$ cat src/rtl/sar_adc_ctrl.sv
// sar_adc_ctrl: successive-approximation ADC controller.
// Sequences the track/hold switch and the DAC trial codes, reads a 1-bit
// comparator and resolves a WIDTH-bit code by binary search. Completed
// results are held behind a valid/ready handshake with a sticky overrun
// flag. Supports single-shot and continuous conversion.
module sar_adc_ctrl #(
  parameter int WIDTH         = 10,
  parameter int SAMPLE_CYCLES = 4,
  parameter int SETTLE_CYCLES = 2
) (
  input  logic             CLK,
  input  logic             reset,
  input  logic             start,
  input  logic             cont,
  input  logic             comp,
  output logic             sample,
  output logic [WIDTH-1:0] dac_code,
  output logic             busy,
  output logic             done,
  output logic [WIDTH-1:0] result,
  output logic             res_valid,
  input  logic             res_ready,
  output logic             overrun,
  input  logic             ovr_clr
);

  // Bit-index width and shared SAMPLE/SETTLE counter width.
  localparam int IW   = (WIDTH > 1) ? $clog2(WIDTH) : 1;
  localparam int CMAX = (SAMPLE_CYCLES > SETTLE_CYCLES) ? SAMPLE_CYCLES : SETTLE_CYCLES;
  localparam int CW   = (CMAX > 1) ? $clog2(CMAX) : 1;

  localparam logic [CW-1:0]    SAMPLE_LAST = CW'(SAMPLE_CYCLES - 1);
  localparam logic [CW-1:0]    SETTLE_LAST = CW'(SETTLE_CYCLES - 1);
  localparam logic [IW-1:0]    MSB_IDX     = IW'(WIDTH - 1);
  localparam logic [WIDTH-1:0] MSB_CODE    = WIDTH'(1) << (WIDTH - 1);

  typedef enum logic [2:0] {
    S_IDLE,
    S_SAMPLE,
    S_SETTLE,
    S_DECIDE,
    S_FINISH
  } state_t;

  state_t           state_q;
  logic [CW-1:0]    cnt_q;
  logic [IW-1:0]    bit_q;
  logic [WIDTH-1:0] code_q;
  logic             sample_q;
  logic [WIDTH-1:0] dac_q;
  logic             busy_q;
  logic             done_q;
  logic [WIDTH-1:0] result_q;
  logic             valid_q;
  logic             ovr_q;

  logic [WIDTH-1:0] code_d;
  logic             load_d;

  // Code after the current DECIDE: drop the trial bit on comp=0 and
  // raise the next lower bit as the following trial.
  always_comb begin
    code_d = code_q;
    if (!comp) begin
      code_d[bit_q] = 1'b0;
    end
    if (bit_q != '0) begin
      code_d[bit_q - 1'b1] = 1'b1;
    end
  end

  // A new result is produced at the closing edge of the last DECIDE.
  assign load_d = (state_q == S_DECIDE) && (bit_q == '0);

  // Conversion sequencer with registered outputs.
  always_ff @(posedge CLK or posedge reset) begin
    if (reset) begin
      state_q  <= S_IDLE;
      cnt_q    <= '0;
      bit_q    <= '0;
      code_q   <= '0;
      sample_q <= 1'b0;
      dac_q    <= '0;
      busy_q   <= 1'b0;
      done_q   <= 1'b0;
    end else begin
      done_q <= 1'b0;
      case (state_q)
        S_IDLE: begin
          if (start) begin
            state_q  <= S_SAMPLE;
            sample_q <= 1'b1;
            busy_q   <= 1'b1;
            dac_q    <= '0;
            cnt_q    <= '0;
          end
        end
        S_SAMPLE: begin
          if (cnt_q == SAMPLE_LAST) begin
            state_q  <= S_SETTLE;
            sample_q <= 1'b0;
            cnt_q    <= '0;
            bit_q    <= MSB_IDX;
            code_q   <= MSB_CODE;
            dac_q    <= MSB_CODE;
          end else begin
            cnt_q <= cnt_q + 1'b1;
          end
        end
        S_SETTLE: begin
          if (cnt_q == SETTLE_LAST) begin
            state_q <= S_DECIDE;
            cnt_q   <= '0;
          end else begin
            cnt_q <= cnt_q + 1'b1;
          end
        end
        S_DECIDE: begin
          code_q <= code_d;
          if (bit_q != '0) begin
            bit_q   <= bit_q - 1'b1;
            state_q <= S_SETTLE;
            dac_q   <= code_d;
          end else begin
            state_q <= S_FINISH;
            dac_q   <= '0;
            done_q  <= 1'b1;
          end
        end
        S_FINISH: begin
          cnt_q <= '0;
          if (cont) begin
            state_q  <= S_SAMPLE;
            sample_q <= 1'b1;
          end else begin
            state_q <= S_IDLE;
            busy_q  <= 1'b0;
          end
        end
        default: begin
          state_q  <= S_IDLE;
          sample_q <= 1'b0;
          dac_q    <= '0;
          busy_q   <= 1'b0;
        end
      endcase
    end
  end

  // Result holding register, valid/ready handshake and sticky overrun.
  always_ff @(posedge CLK or posedge reset) begin
    if (reset) begin
      result_q <= '0;
      valid_q  <= 1'b0;
      ovr_q    <= 1'b0;
    end else begin
      if (load_d) begin
        result_q <= code_d;
        valid_q  <= 1'b1;
      end else if (valid_q && res_ready) begin
        valid_q <= 1'b0;
      end
      // Overwriting unread data sets the flag; setting beats clearing.
      if (load_d && valid_q && !res_ready) begin
        ovr_q <= 1'b1;
      end else if (ovr_clr) begin
        ovr_q <= 1'b0;
      end
    end
  end

  assign sample    = sample_q;
  assign dac_code  = dac_q;
  assign busy      = busy_q;
  assign done      = done_q;
  assign result    = result_q;
  assign res_valid = valid_q;
  assign overrun   = ovr_q;

endmodule

$ cat config.mk
export PLATFORM = sky130hd
export DESIGN_NAME = sar_adc_ctrl
export DESIGN_NICKNAME = d
export VERILOG_FILES = /design/src/rtl/sar_adc_ctrl.sv
export SDC_FILE = /design/constraint.sdc
export NUM_CORES = 1
export LEC_CHECK = 0
export CAP_MARGIN = 25
export CORE_AREA = 2 2 77 79
export CTS_CLUSTER_SIZE = 12
export DETAILED_ROUTE_END_ITERATION = 8
export DIE_AREA = 0 0 79 81
export GPL_TIMING_DRIVEN = 0
export MAX_ROUTING_LAYER = met4
export SLEW_MARGIN = 20
export SYNTH_ARGS = -nofsm -noshare
export SYNTH_HDL_FRONTEND = slang
export SYNTH_SLANG_ARGS = --single-unit
$ cat constraint.sdc
create_clock -name CLK -period 2.4 [get_ports CLK]
set_clock_uncertainty 0.15 [all_clocks]
set_input_delay 0.48 -clock CLK [delete_from_list [all_inputs] [get_ports CLK]]
set_output_delay 0.48 -clock CLK [all_outputs]
set_load 0.1 [all_outputs]
==> flow_summary.json <==
{
  "multi_input_area_um2": 1060,
  "clk_latency_ns": 0.30,
  "yosys_warnings": 0,
  "r2r_cells": 8,
  "grt_max_degree": 28,
  "setup.worst_path.class": "register to register",
  "r2r_slack_ns": 0.11,
  "outcome": "complete, no violations",
  "die-height_um": 81,
  "synth_edf_count": 0,
  "rsz0062_at_grt": "yes",
  "finalSetupTns_ns": 0,
  "setup_violations": 0,
  "cp_data_arrival_time_ns": 2.33,
  "r2r_end": "result[3]$_DFFE_PP0P_",
  "syn-num-nets": 241,
  "end_kind": "register",
  "max-cap-violations": 0,
  "wirelength_um": 5190,
  "finalCritPeriodShare_pct": 95.5,
  "clockBufferDepth": 2,
  "whs_ns": 0.327,
  "place_area_um2": 2710,
  "antenna_found_initial": 0,
  "cp.required_ns": 2.44,
  "ys_ff_latch": 44,
  "cts_tree": "yes",
  "min_delay_path_depth": 2,
  "hp-class": "register to register",
  "max_slew_margin_pct": 35.9,
  "tightest_slew_ns": 0.960,
  "netlist_instances": 224,
  "grt_overflow": 0,
  "grt_pass1_vias": 1714,
  "die_area_um2": 6400,
  "root_buffer": "clkbuf_8",
  "nNetsFinal": 286,
  "drt_iter0_markers": 126,
  "finalHoldViolations": 0,
  "numCtsBuffers": 5,
  "area_growth_pct": 23.5,
  "syn_area_per_cell_um2": 10.2,
  "hold_start": "result[8]$_DFFE_PP0P_",
  "hold_end": "result[8]$_DFFE_PP0P_",
  "drc": 0,
  "diodes": 0,
  "hold_buffers": 0,
  "gp_congestion": 0.803,
  "grt_pass1_wl_um": 8780,
  "seq_area_frac_synth_pct": 48.2,
  "gr-usage-all-layers_pct": 18.5,
  "num_rows": 28,
  "ios": 32,
  "dp_hpwl_um": 3650,
  "h-tree-depth": 2,
  "crit_path_start_kind": "register",
  "vias": 1828,
  "die_w_um": 79,
  "ant_nets": 0,
  "final_cell_area_um2": 2820,
  "clkTransAtPathRegs_ns": 0.09,
  "syn-cell-area_um2": 2280,
  "drive_above_1_share_pct": 15.6,
  "synth_cell_types": 50,
  "synthArstFlopShare_pct": 100,
  "drv_slew": 0,
  "synth_top_flop_cell": "dfrtp_1",
  "fin_crit_ns": 2.29,
  "via_per_inst": 5.30,
  "start_util_pct": 40.3,
  "r2r_start": "bit_q[0]$_DFFE_PP0P_",
  "clock.fmax_ghz": 0.436,
  "core_area_um2": 5680,
  "numPortBuffers": 31,
  "cp_max_fo": 9,
  "cts_sinks": 44,
  "register_area_um2": 1100,
  "dr.pass1.iters": 4,
  "wl_per_cell_um": 15.0,
  "final.fill_count": 582
}
[cell usage after synthesis, types with 2 or more instances]
cell	instances	area share (%)
nor3_1	4	0.88
buf_6	2	0.99
buf_2	3	0.66
o21ai_0	15	3.3
nor2_1	10	1.6
o211ai_1	3	0.99
nand2b_1	4	1.1
and2_1	2	0.55
o21a_1	4	1.3
nand2_1	24	3.9
nand3b_1	4	1.3
inv_1	11	1.8
a21oi_1	14	3.1
clkbuf_1	9	1.5
o31ai_1	2	0.66
a22o_1	2	0.77
o2bb2ai_1	9	3.5
a31oi_1	2	0.55
a22oi_1	5	1.6
o21ai_2	8	3.1
dfrtp_1	44	48
nor2b_1	3	0.82
nand3_1	4	0.88
ha_1	10	5.5
[cell usage in the layout, fill, tap and decap left out, drive strengths merged, types with 4 or more instances in the layout]
cell type and n:
nand2 24, nand3 4, dlygate4sd2 24, a22oi 6, nor2 10, nor3 4, clkbuf 16, inv 11
o21ai 23, o21a 4, buf 13, clkdlybuf4s50 6, dfrtp 44, ha 10, nand3b 4, a21oi 15
o2bb2ai 9, nand2b 4
[sequential cells by signal, indices dropped and copies added, names as in the netlist]
| name | count |
|---|---|
| code_q | 10 |
| result | 10 |
| res_valid | 1 |
| sample | 1 |
| dac_code | 10 |
| state_q | 3 |
| bit_q | 4 |
| busy | 1 |
| cnt_q | 2 |
| done | 1 |
| overrun | 1 |
[metrics by stage]
| stage | util, % | setup slack [ns] | std cells |
|---|---|---|---|
| final | 49.7 | 0.108 | 345 |
| after global routing | 49.7 | -0.0159 | 345 |
| after CTS | 48.9 | 0.0147 | 339 |
| after detailed placement | 47.7 | -0.000590 | 331 |
| after global placement | 47.4 | -0.233 | 330 |
| after floorplan | - | 0.184 | 224 |
[cell type report]
class,instances,share of cell area (%)
inverter,12,1.64
clock inverter,1,0.266
sequential,44,39.1
multi-input combinational,153,37.5
timing repair buffer,38,12.3
clock buffer,7,3.06
buffer,15,2.79
tap,75,3.32
[cells by family (layout without fill, tap and decap cells)]
family | after synthesis | in the layout | share of synthesized area (%)
compound gates | 78 | 78 | 25.6
simple gates | 63 | 63 | 14.3
flops | 44 | 44 | 48.2
buf+inv | 27 | 73 | 5.48
fa+ha+maj | 10 | 10 | 5.48
mux | 2 | 2 | 0.986
[repair_timing]
action,4_1_cts,5_1_grt
gates resized for setup,25,4
endpoints found under the setup margin,25,17
setup buffers,0,6
[layer usage]
metal  up-vias  wire length [µm]  GRT usage [%]
met5         -                 0              -
met4         0                98           6.03
met3         8               197           4.00
met2        39              2330           27.0
met1       885              2560           25.8
li1        896                 -              -
[worst max path at each step]
stage	startpoint	to	slack [ns]	depth (start not counted)
2_1_floorplan	bit_q[0]$_DFFE_PP0P_	result[3]$_DFFE_PP0P_	0.18	8
3_5_place_dp	bit_q[0]$_DFFE_PP0P_	result[3]$_DFFE_PP0P_	-0.0006	8
4_1_cts	done$_DFF_PP0_	done	0.01	1
5_1_grt	bit_q[0]$_DFFE_PP0P_	result[3]$_DFFE_PP0P_	-0.02	8
3_3_place_gp	reset	dac_code[3]$_DFFE_PP0P_	-0.23	2
6_report	bit_q[0]$_DFFE_PP0P_	result[3]$_DFFE_PP0P_	0.11	8
[critical path, cell delays in order, from the launching register on]
cell,delay [ns]
dfrtp_2,0.47
inv_2,0.09
ha_1,0.16
buf_6,0.14
or3b_1,0.34
buf_2,0.17
or2_4,0.26
clkinv_2,0.09
mux2_1,0.32
Power is not shown: default switching activity piles up to over one toggle a cycle in this logic, so the estimate is an artifact.
==> RTL change (config.mk and constraints unchanged) <==
Change the parameter `WIDTH` from 10 to 14.
--- a/src/rtl/sar_adc_ctrl.sv
+++ b/src/rtl/sar_adc_ctrl.sv
@@ -6,3 +6,3 @@
 module sar_adc_ctrl #(
-  parameter int WIDTH         = 10,
+  parameter int WIDTH         = 14,
   parameter int SAMPLE_CYCLES = 4,
Ports: changed (resized dac_code and result); port bits go from 32 to 40. The function was not compared with the original's and may differ.
==> RTL change against the original RTL <==
Routed wire length is 23% higher; largest cell class unchanged; critical path type unchanged; synthesized cell count is 20% higher; sequential cell count is 12 higher; synthesized area is 22% higher; worst setup slack worse by 0.093 ns; via count is 19% higher; final area is 18% higher.
==> RTL change: results (changes against the original RTL) <==
[global_route]
grt_pass1_vias=2042  ; +19%

[final_layout]
multi_input_area_share_pct=37.7  ; +0.19 points
fillers=542  ; -6.9%
seq_share_pct=42.1  ; +3.0 points
area_growth_pct=19.7
multi_input_gates=181  ; +18%
buf_share_pct=13.0  ; -2.1 points

[worst_setup_path]
crit_arrival_ns=2.44  ; +0.11 ns
worstPathMaxFanout=10  ; +1
slowest_stage=dfrtp_1
reg2reg_depth=7  ; -1

[placed_design]
placed_area_mm2=0.00327  ; +21%
place_congestion=0.861  ; +7.3%
pre_cts_ws_ns=-0.0585  ; -0.0579 ns

[synth]
synth.cell_area_mm2=0.00278  ; +22%
netlist-cell-type-count=53  ; +6.0%
yosys-top-cells-area=dfrtp_1 (50%), a22o_1 (4.4%), ha_1 (3.6%)
yosysSeqAreaShare_pct=50.4  ; +2.2 points
synth_commonest_cells=dfrtp_1 (56), nand2_1 (24), o21ai_0 (16), a21oi_1 (14), a22o_1 (14)

[detailed_routing]
wl_met3_um=223  ; +13%
wire_per_inst_um=16.4  ; +9.0%
met2_length_um=2900  ; +24%
met1_length_um=3170  ; +24%

[sta]
period_minus_slack_ns=2.38  ; +0.0931 ns
whs_ns=0.332  ; +0.00505 ns

[outcome]
status=finished clean

RTL change: cell types whose count changed after synthesis, sizes merged, moves of 3 or more:
cell    delta
a22o      +12
a22oi      -4
buf        +5
clkbuf     -4
dfrtp     +12
inv        +4
mux2       +5
nor2       +3
o21a       -3
o21ai      -5
o22a       +3
o22ai      +6
RTL change: timing repair:
item / 4_1_cts / 5_1_grt
resized for setup: 35 / 3
setup endpoints to repair: 40 / 15
hold buffers: 0 / 0
buffers inserted: 0 / 0
RTL change: cell families (layout without fill, tap and decap cells):
family	count (synthesis)	in the layout	synth area share (%)
multiplexers	7	7	2.97
flip-flops	56	56	50.4
AND/OR/NAND/NOR	71	71	13.5
XOR/XNOR	2	2	0.630
AO/OA/AOI/OAI	92	92	23.6
buffers and inverters	31	77	4.90
adder cells (fa/ha/maj)	9	9	3.96
RTL change: through the flow:
stage,setup TNS (ns),instances
floorplan,0,268
global placement,-38.03,382
detailed placement,-0.150,382
CTS,0,389
global route,-0.221,389
finish,0,389
